==> config.mk <==
export PLATFORM = sky130hd
export DESIGN_NAME = seg7_scan
export DESIGN_NICKNAME = d
export VERILOG_FILES = /design/src/rtl/seg7_pkg.sv /design/src/rtl/seg7_scan.sv
export SDC_FILE = /design/constraint.sdc
export NUM_CORES = 1
export LEC_CHECK = 0
export CAP_MARGIN = 20
export CORE_MARGIN = 1.5
export CORE_UTILIZATION = 50
export CTS_BUF_LIST = sky130_fd_sc_hd__clkbuf_4
export CTS_CLUSTER_SIZE = 14
export DETAILED_ROUTE_END_ITERATION = 6
export MAX_ROUTING_LAYER = met4
export PLACE_DENSITY_LB_ADDON = 0.12
export SYNTH_ARGS = -nofsm -noshare
export SYNTH_HDL_FRONTEND = slang
export SYNTH_SLANG_ARGS = --single-unit
==> constraint.sdc <==
create_clock -name clk -period 3.1 [get_ports clk]
set_input_delay 0.62 -clock clk [delete_from_list [all_inputs] [get_ports clk]]
set_output_delay 0.62 -clock clk [all_outputs]
set_load 0.02 [all_outputs]
==> src/rtl/seg7_pkg.sv <==
// seg7_pkg: shared scan state type and default timing for the seven-segment display path.
package seg7_pkg;

   typedef enum logic {
      BLANK = 1'b0,
      DRIVE = 1'b1
   } scan_state_t;

   localparam int TICKS_PER_DIGIT = 100000;
   localparam int BLANK_TICKS     = 1000;

endpackage

==> src/rtl/seg7_scan.sv <==
// seg7_scan: time-multiplexed digit scanner with per-slot blanking and frame-aligned updates.
module seg7_scan #(
   parameter int NUM_DIGITS      = 8,
   parameter int TICKS_PER_DIGIT = seg7_pkg::TICKS_PER_DIGIT,
   parameter int BLANK_TICKS     = seg7_pkg::BLANK_TICKS
) (
   input  logic                      clk,
   input  logic                      rst,
   input  logic [4*NUM_DIGITS-1:0]   value,
   input  logic [NUM_DIGITS-1:0]     dots,
   input  logic [NUM_DIGITS-1:0]     digit_en,
   input  logic                      load,
   output logic [3:0]                nibble,
   output logic                      dot,
   output logic [NUM_DIGITS-1:0]     anode,
   output logic                      frame_done
);
   import seg7_pkg::*;

   localparam int CW = $clog2(TICKS_PER_DIGIT);
   localparam int IW = $clog2(NUM_DIGITS);
   localparam logic [CW-1:0] LAST_TICK  = CW'(TICKS_PER_DIGIT - 1);
   localparam logic [CW-1:0] LAST_BLANK = CW'(BLANK_TICKS - 1);
   localparam logic [IW-1:0] LAST_IDX   = IW'(NUM_DIGITS - 1);

   scan_state_t               r_state;
   logic [CW-1:0]             r_cnt;
   logic [IW-1:0]             r_idx;
   logic [4*NUM_DIGITS-1:0]   r_pv, r_av;
   logic [NUM_DIGITS-1:0]     r_pd, r_ad, r_pe, r_ae;
   logic                      r_pflag;
   logic [3:0]                r_nibble;
   logic                      r_dot;
   logic [NUM_DIGITS-1:0]     r_anode;
   logic                      r_fd;

   scan_state_t               w_state_n;
   logic                      w_slot_end, w_bound, w_take, w_fd_n;
   logic [CW-1:0]             w_cnt_n;
   logic [IW-1:0]             w_idx_n;
   logic [4*NUM_DIGITS-1:0]   w_av_n;
   logic [NUM_DIGITS-1:0]     w_ad_n, w_ae_n, w_anode_n;

   // Outputs are registered from next-state values so they line up with the slot they describe.
   always_comb begin
      w_slot_end = r_cnt == LAST_TICK;
      w_bound    = w_slot_end && r_idx == LAST_IDX;
      w_cnt_n    = w_slot_end ? '0 : r_cnt + 1'b1;
      w_idx_n    = w_slot_end ? (r_idx == LAST_IDX ? '0 : r_idx + 1'b1) : r_idx;
      w_state_n  = w_slot_end ? BLANK : (r_state == BLANK && r_cnt == LAST_BLANK) ? DRIVE : r_state;
      w_take     = w_bound && (load || r_pflag);
      w_av_n     = w_take ? (load ? value : r_pv) : r_av;
      w_ad_n     = w_take ? (load ? dots : r_pd) : r_ad;
      w_ae_n     = w_take ? (load ? digit_en : r_pe) : r_ae;
      w_fd_n     = w_cnt_n == LAST_TICK && w_idx_n == LAST_IDX;
      w_anode_n  = '1;
      if (w_state_n == DRIVE && w_ae_n[w_idx_n])
         w_anode_n[w_idx_n] = 1'b0;
   end

   always_ff @(posedge clk) begin
      if (rst) begin
         r_state  <= BLANK;
         r_cnt    <= '0;
         r_idx    <= '0;
         r_pv     <= '0;
         r_pd     <= '0;
         r_pe     <= '0;
         r_pflag  <= 1'b0;
         r_av     <= '0;
         r_ad     <= '0;
         r_ae     <= '0;
         r_nibble <= '0;
         r_dot    <= 1'b0;
         r_anode  <= '1;
         r_fd     <= 1'b0;
      end else begin
         r_state  <= w_state_n;
         r_cnt    <= w_cnt_n;
         r_idx    <= w_idx_n;
         r_av     <= w_av_n;
         r_ad     <= w_ad_n;
         r_ae     <= w_ae_n;
         r_nibble <= w_av_n[{w_idx_n, 2'b00} +: 4];
         r_dot    <= w_ad_n[w_idx_n];
         r_anode  <= w_anode_n;
         r_fd     <= w_fd_n;
         // A load on the boundary cycle goes straight to active, so nothing stays pending.
         if (load) begin
            r_pv    <= value;
            r_pd    <= dots;
            r_pe    <= digit_en;
            r_pflag <= !w_bound;
         end else if (w_bound)
            r_pflag <= 1'b0;
      end
   end

   assign nibble     = r_nibble;
   assign dot        = r_dot;
   assign anode      = r_anode;
   assign frame_done = r_fd;

endmodule

==> run_results.csv, run 1 <==
group,metric,value,unit
sta,tightest_slew,656,ps
logic_synthesis,synthAdderAreaFrac,0.00693,
critical_path,cp_max_fo,38,
routing,top_layer_used,"met4",
sta,hold_violations,0,
sta,max_freq,0.351,GHz
global_route,grt_pass1_vias,3949,
sta,final_max_slew_viol_count,0,
power,power_density,509,mW/mm^2
cts,ctsHoldBuffers,0,
logic_synthesis,seq_area_frac_synth,0.488,
sta,period_share,0.919,
global_route,track_usage,0.223,
power,report.power.total,3.34,mW
cts,cts_tree,"done",
cells_and_area,final_cell_mix,"dfxtp_1 (132), nor2_1 (94), clkdlybuf4s50_1 (62)",
cells_and_area,n_fill_cell,921,
routing,avgViaCountPerCell,5.47,
floorplan,dieHeight,107,um
global_route,gr-total-overflow,0,
sta,slew_headroom,0.559,
hold_path,holdPathStages,2,
power,peakVddDrop,0.000339,V
logic_synthesis,async_flop_share,0,
cts,cts_setup_buffers,0,
floorplan,io_pins,65,
routing,wl_met3,520,um
outcome,status,"finished, final reports clean",
logic_synthesis,synth-edff-count,0,
logic_synthesis,synth_area_leader_cell,"dfxtp_1",
routing,met2_length,5.63,mm
logic_synthesis,syn_area,0.00542,sq mm
place,io_buffer_count,64,
sta,grt_setup_unrepaired,"false",
floorplan,core_area,0.0104,sq mm
cts,cts_made_buffers,17,
critical_path,reg2reg_depth,7,
logic_synthesis,synth_compound_area_frac,0.118,
sta,clock_skew,25.5,ps
sta,finalSetupTns,0,ps
critical_path,crit_required,3520,ps
hold_path,hold_path_class,"flop to flop",
critical_path,cp-start-kind,"flop",
routing,wl_met1,5.77,mm
sta,setup_viol,0,
routing,routedWlPerCell,15.5,um
global_route,grt_max_degree,112,
routing,num_vias,4279,
critical_path,slowest_stage,"or4_4",
cts,clock_latency,500,ps
logic_synthesis,synthFlopType,"dfxtp_1",
critical_path,worstPathCellList,"ha_1 > nand4_1 > or4_4 > or3_1 > and2_4 > o22a_1 > a41oi_1",
hold_path,hold-path-endpoint,"r_ae[2]",
logic_synthesis,ys_seq_elements,132,
logic_synthesis,synth_top_family_by_area,"simple AND/OR/NAND/NOR gates",
global_route,antenna_found_initial,0,
routing,ant_nets,0,
cells_and_area,seqCellArea,0.00264,sq mm
logic_synthesis,ys_types,52,
critical_path,cpPeakStageDelay,810,ps
critical_path,regToRegSetupSlack,250,ps
cts,root_buffer,"clkbuf_4",
cells_and_area,multi_input_area,0.00261,sq mm
cells_and_area,mostFrequentLayoutCell,"dfxtp_1",
logic_synthesis,syn_nets,628,
cts,clk_pin_slew,120,ps
logic_synthesis,synth_top_area_frac,0.488,
routing,routed_wl,12.1,mm
critical_path,worstReg2RegStart,"r_cnt[0]",
critical_path,arrival,3260,ps
cts,clockBufferDepth,2,
cells_and_area,final_core_util,0.631,
cts,cts.htree.levels,4,
floorplan,die_x,107,um
cts,post_cts_resized,0,
logic_synthesis,yosys-top-cells-area,"dfxtp_1 (49%), mux2i_1 (8.9%), nor2_1 (6.5%)",
logic_synthesis,synth_mux_area_frac,0.120,
floorplan,start_util,0.520,
global_route,grt_first_pass_wirelength,19.5,mm
routing,first_pass_iters,5,
hold_path,hold_start,"r_ae[2]",
place,gp_congestion,0.864,
cells_and_area,diodes,0,
logic_synthesis,synth-xor-area-share,0.0242,
logic_synthesis,postSynthCellCount,574,
logic_synthesis,synth-simple-area-share,0.211,
critical_path,end_kind,"flop",
power,p_leak,2.40,nW
routing,drc,0,
critical_path,rr_endpoint,"nibble[0]",
cells_and_area,layout-drive-gt1-share,0.119,
critical_path,crit_type,"flop to flop",
place,hpwl,8.43,mm
logic_synthesis,synth.avg_cell_area,9.44,sq um
cts,clkSinkCount,132,
sta,finalCriticalPeriod,2850,ps
flow_run,cap_violations,0,
cells_and_area,syn_to_final_growth,21.2,%
floorplan,placement_rows,37,
logic_synthesis,yosysWarnings,0,
floorplan,die_area,0.0115,sq mm
cells_and_area,final_nets,688,
routing,initialDrtViolationCount,229,
==> cells in the mapped netlist (2+ instances only) <==
cell type and number:
nor2b_1 36, o21a_1 2, mux2i_1 48, o22a_1 10
or3_1 7, buf_6 2, nor3_1 16, a22oi_1 8
nand4b_1 2, nand4_1 5, or4b_2 2, and4_1 2
or4_4 2, nand3_1 14, a211oi_1 3, clkbuf_1 28
dfxtp_1 132, nand3b_1 2, buf_1 2, xor2_1 9
a31oi_1 2, a21oi_1 17, and3_1 2, nand2b_1 3
xnor2_1 6, ha_1 3, nor4_1 5, or2_2 3
mux2_2 15, or4bb_1 2, o21ai_0 41, and2_1 2
nand2_1 17, nor2_1 94, buf_2 5, inv_1 4
a41oi_1 5, a21boi_0 2
==> worst max-delay path, delay by kind of cell, from the launching register on <==
kind / cells / cell delay, ps
and+or+nand+nor: 4 / 1680
DFF: 1 / 430
AOI/OAI and AO/OA: 2 / 380
adders and majority gates: 1 / 280
==> registers in the layout (all words and copies together), names as in the netlist <==
name	cells
r_av	32
r_pv	32
r_cnt	17
anode	8
r_ad	8
r_ae	8
r_pd	8
r_pe	8
nibble	4
r_idx	3
dot	1
frame_done	1
r_pflag	1
r_state	1
==> metal layers <==
| metal | vias to the layer above | track usage |
|---|---|---|
| li1 | 2139 | - |
| met1 | 2024 | 0.288 |
| met2 | 95 | 0.353 |
| met3 | 21 | 0.0541 |
| met4 | 0 | 0.0552 |
| met5 | - | - |
==> kinds of logic after synthesis <==
logic type      Yosys count
simple gates            222
compound gates           98
mux                      63
fa+ha+maj                 3
buf+inv                  41
xor+xnor                 15
flops                   132
==> final cells by class <==
type | instances | area share
clock buffer | 17 | 0.0194
clock inverter | 14 | 0.0341
inverter | 4 | 0.00229
multi-input combinational | 401 | 0.397
sequential | 132 | 0.402
tap | 136 | 0.0259
timing repair buffer | 78 | 0.119
==> worst max-delay path by stage <==
stage | start | to | slack [ps] | depth (start not counted)
after detailed placement | r_cnt[0] | nibble[0] | 240 | 8
after floorplan | load | dot | 390 | 8
final | r_cnt[0] | nibble[0] | 250 | 7
after global routing | r_cnt[0] | nibble[0] | 50 | 8
after global placement | r_cnt[7] | dot | 350 | 6
after CTS | r_cnt[0] | nibble[0] | 220 | 8
==> power by group <==
part | leakage, nW | internal, mW | switching (mW)
Sequential | 1.07 | 1.74 | 0.0135
Combinational | 1.15 | 0.116 | 0.0933
Clock | 0.179 | 0.732 | 0.650
==> stage by stage <==
step | std cells | setup slack [ps] | area [sq um] | hold WS [ps]
final | 782 | 251 | 6570 | 491
after global routing | 782 | 54.4 | 6570 | 511
after CTS | 781 | 223 | 6540 | 494
after detailed placement | 750 | 236 | 6190 | 468
after global placement | 750 | 345 | 6190 | 452
after floorplan | 574 | 393 | 5420 | 440
Power figures use the tool's default switching activity.
==> run 2, diff against run 1 <==
--- a/config.mk
+++ b/config.mk
@@ -7,12 +7,13 @@
 export LEC_CHECK = 0
 export CAP_MARGIN = 20
 export CORE_MARGIN = 1.5
-export CORE_UTILIZATION = 50
+export CORE_UTILIZATION = 44
 export CTS_BUF_LIST = sky130_fd_sc_hd__clkbuf_4
 export CTS_CLUSTER_SIZE = 14
 export DETAILED_ROUTE_END_ITERATION = 6
 export MAX_ROUTING_LAYER = met4
 export PLACE_DENSITY_LB_ADDON = 0.12
+export SLEW_MARGIN = 20
 export SYNTH_ARGS = -nofsm -noshare
 export SYNTH_HDL_FRONTEND = slang
 export SYNTH_SLANG_ARGS = --single-unit
==> run 2 against run 1 <==
  * Sequential power about the same
  * Routed wire length up 3.2%
  * Fmax down 1.9%
  * Worst hold slack worse by 34 ps
  * Sequential share of layout area up 0.77 points
  * Register-to-register slack worse by 50 ps
  * Global-route usage down 1.1 points
  * Non-clock buffer count down 3
  * Via count down 3.0%
  * Utilization down 9.4 points
  * Cell area down 1.9%
  * Largest power group unchanged
==> run_results.csv, run 2 (synthesized netlist as in run 1, its figures left out) <==
group,metric,value,unit
critical_path,end_kind,"flop",
critical_path,crit_type,"flop to flop",
cells_and_area,layout-drive-gt1-share,0.112,
cells_and_area,mostFrequentLayoutCell,"dfxtp_1",
floorplan,core_area,0.0120,sq mm
routing,first_pass_iters,6,
cts,cts_tree,"done",
power,p_leak,2.35,nW
sta,tightest_slew,820,ps
floorplan,die_area,0.0130,sq mm
cts,clkSinkCount,132,
cells_and_area,n_fill_cell,1118,
cells_and_area,final_core_util,0.536,
global_route,grt_pass1_vias,4035,
power,clockPowerShare,0.359,
flow_run,cap_violations,0,
cts,cts_made_buffers,17,
sta,setup_viol,0,
power,peakVddDrop,0.000284,V
sta,final_max_slew_viol_count,0,
floorplan,io_pins,65,
global_route,gr-total-overflow,0,
place,hpwl,8.64,mm
power,p_int,2.36,mW
global_route,grt_max_degree,112,
sta,hold_ws,457,ps
cells_and_area,syn_to_final_growth,18.9,%
routing,drc,0,
floorplan,die_x,114,um
floorplan,start_util,0.451,
hold_path,hold_path_class,"input pin to flop",
cts,clockBufferDepth,2,
routing,routed_wl,12.5,mm
outcome,status,"finished, final reports clean",
hold_path,holdPathStages,3,
cts,clk_pin_slew,100,ps
cts,post_cts_resized,0,
hold_path,hold_start,"load",
cells_and_area,final_nets,685,
floorplan,dieHeight,114,um
sta,clock_skew,21.0,ps
power,pwr-share-seq,0.574,
cells_and_area,reg.largest.list,"r_av: 32 flops, r_pv: 32 flops, r_cnt: 17 flops",
power,report.power.total,3.04,mW
cts,ctsHoldBuffers,0,
power,p_sw,684,uW
sta,slew_headroom,0.453,
cts,cts.htree.levels,4,
cts,clock_latency,550,ps
power,combPwrFrac,0.067,
critical_path,cp_max_fo,38,
sta,finalCriticalPeriod,2900,ps
critical_path,rr_endpoint,"nibble[0]",
critical_path,worstReg2RegStart,"r_cnt[0]",
hold_path,hold-path-endpoint,"r_pflag",
routing,routedWlPerCell,15.8,um
sta,grt_setup_unrepaired,"false",
power,sw_frac_of_total,0.225,
routing,num_vias,4152,
sta,period_share,0.937,
critical_path,crit_required,3490,ps
critical_path,reg2reg_depth,8,
critical_path,regToRegSetupSlack,200,ps
sta,finalSetupTns,0,ps
cts,cts_setup_buffers,0,
place,io_buffer_count,64,
cells_and_area,final_cell_mix,"dfxtp_1 (132), nor2_1 (94), clkdlybuf4s50_1 (62)",
critical_path,cp-start-kind,"flop",
sta,hold_violations,0,
routing,ant_nets,0,
sta,max_freq,0.344,GHz
critical_path,arrival,3290,ps
global_route,antenna_found_initial,1,
routing,initialDrtViolationCount,266,
routing,avgViaCountPerCell,5.25,
global_route,track_usage,0.212,
global_route,grt_first_pass_wirelength,20.5,mm
place,gp_congestion,0.834,
floorplan,placement_rows,40,
power,power_density,473,mW/mm^2
cts,root_buffer,"clkbuf_4",
run 2: layout make-up:
type / count / area [sq um] / share of cell area
Tap cell: 147 / 184 / 0.0285
Inverter: 4 / 15.0 / 0.00233
Antenna cell: 1 / 2.50 / 0.000388
Clock buffer: 23 / 173 / 0.0268
Multi-Input combinational cell: 401 / 2610 / 0.405
Clock inverter: 8 / 85.1 / 0.0132
Sequential cell: 132 / 2640 / 0.410
Timing Repair Buffer: 75 / 732 / 0.114
run 2: routing by layer:
| metal | GRT usage | up-vias | wire length (um) |
|---|---|---|---|
| met3 | 0.0510 | 14 | 727 |
| met5 | - | - | 0 |
| met4 | 0.0850 | 0 | 154 |
| met1 | 0.271 | 1903 | 5930 |
| met2 | 0.324 | 107 | 5670 |
| li1 | - | 2128 | - |
run 2: metrics by stage:
step           setup slack (ps)  cell area, sq um  instances
6_report                    197              6440        791
5_1_grt                    4.32              6440        791
4_1_cts                     185              6430        790
3_5_place_dp                208              6170        759
3_3_place_gp                328              6170        759
2_1_floorplan               393              5420        574
run 2: worst max-delay path, cell delays in order, from the launching register on:
cell     delay (ps)
dfxtp_1         440
ha_1            280
nand4_1         220
or4_4           810
nor2_4          140
buf_4           280
mux2i_1         270
o22a_1          170
a41oi_1         110
run 2: worst max-delay path by stage:
stage | end | slack, ps | startpoint | cells past startpoint
detailed placement | nibble[0] | 210 | r_cnt[0] | 8
global route | nibble[0] | 4 | r_cnt[0] | 8
finish | nibble[0] | 200 | r_cnt[0] | 8
global placement | dot | 330 | r_cnt[7] | 6
CTS | nibble[0] | 190 | r_cnt[0] | 8
floorplan | dot | 390 | load | 8
run 2: power by group through the flow:
stage / clock network, mW / registers, mW / logic, mW
after floorplan: 0 / 1.78 / 0.111
after global placement: 0 / 1.79 / 0.202
after detailed placement: 0 / 1.79 / 0.205
after CTS: 1.13 / 1.75 / 0.206
after global routing: 1.22 / 1.75 / 0.221
final: 1.09 / 1.75 / 0.203
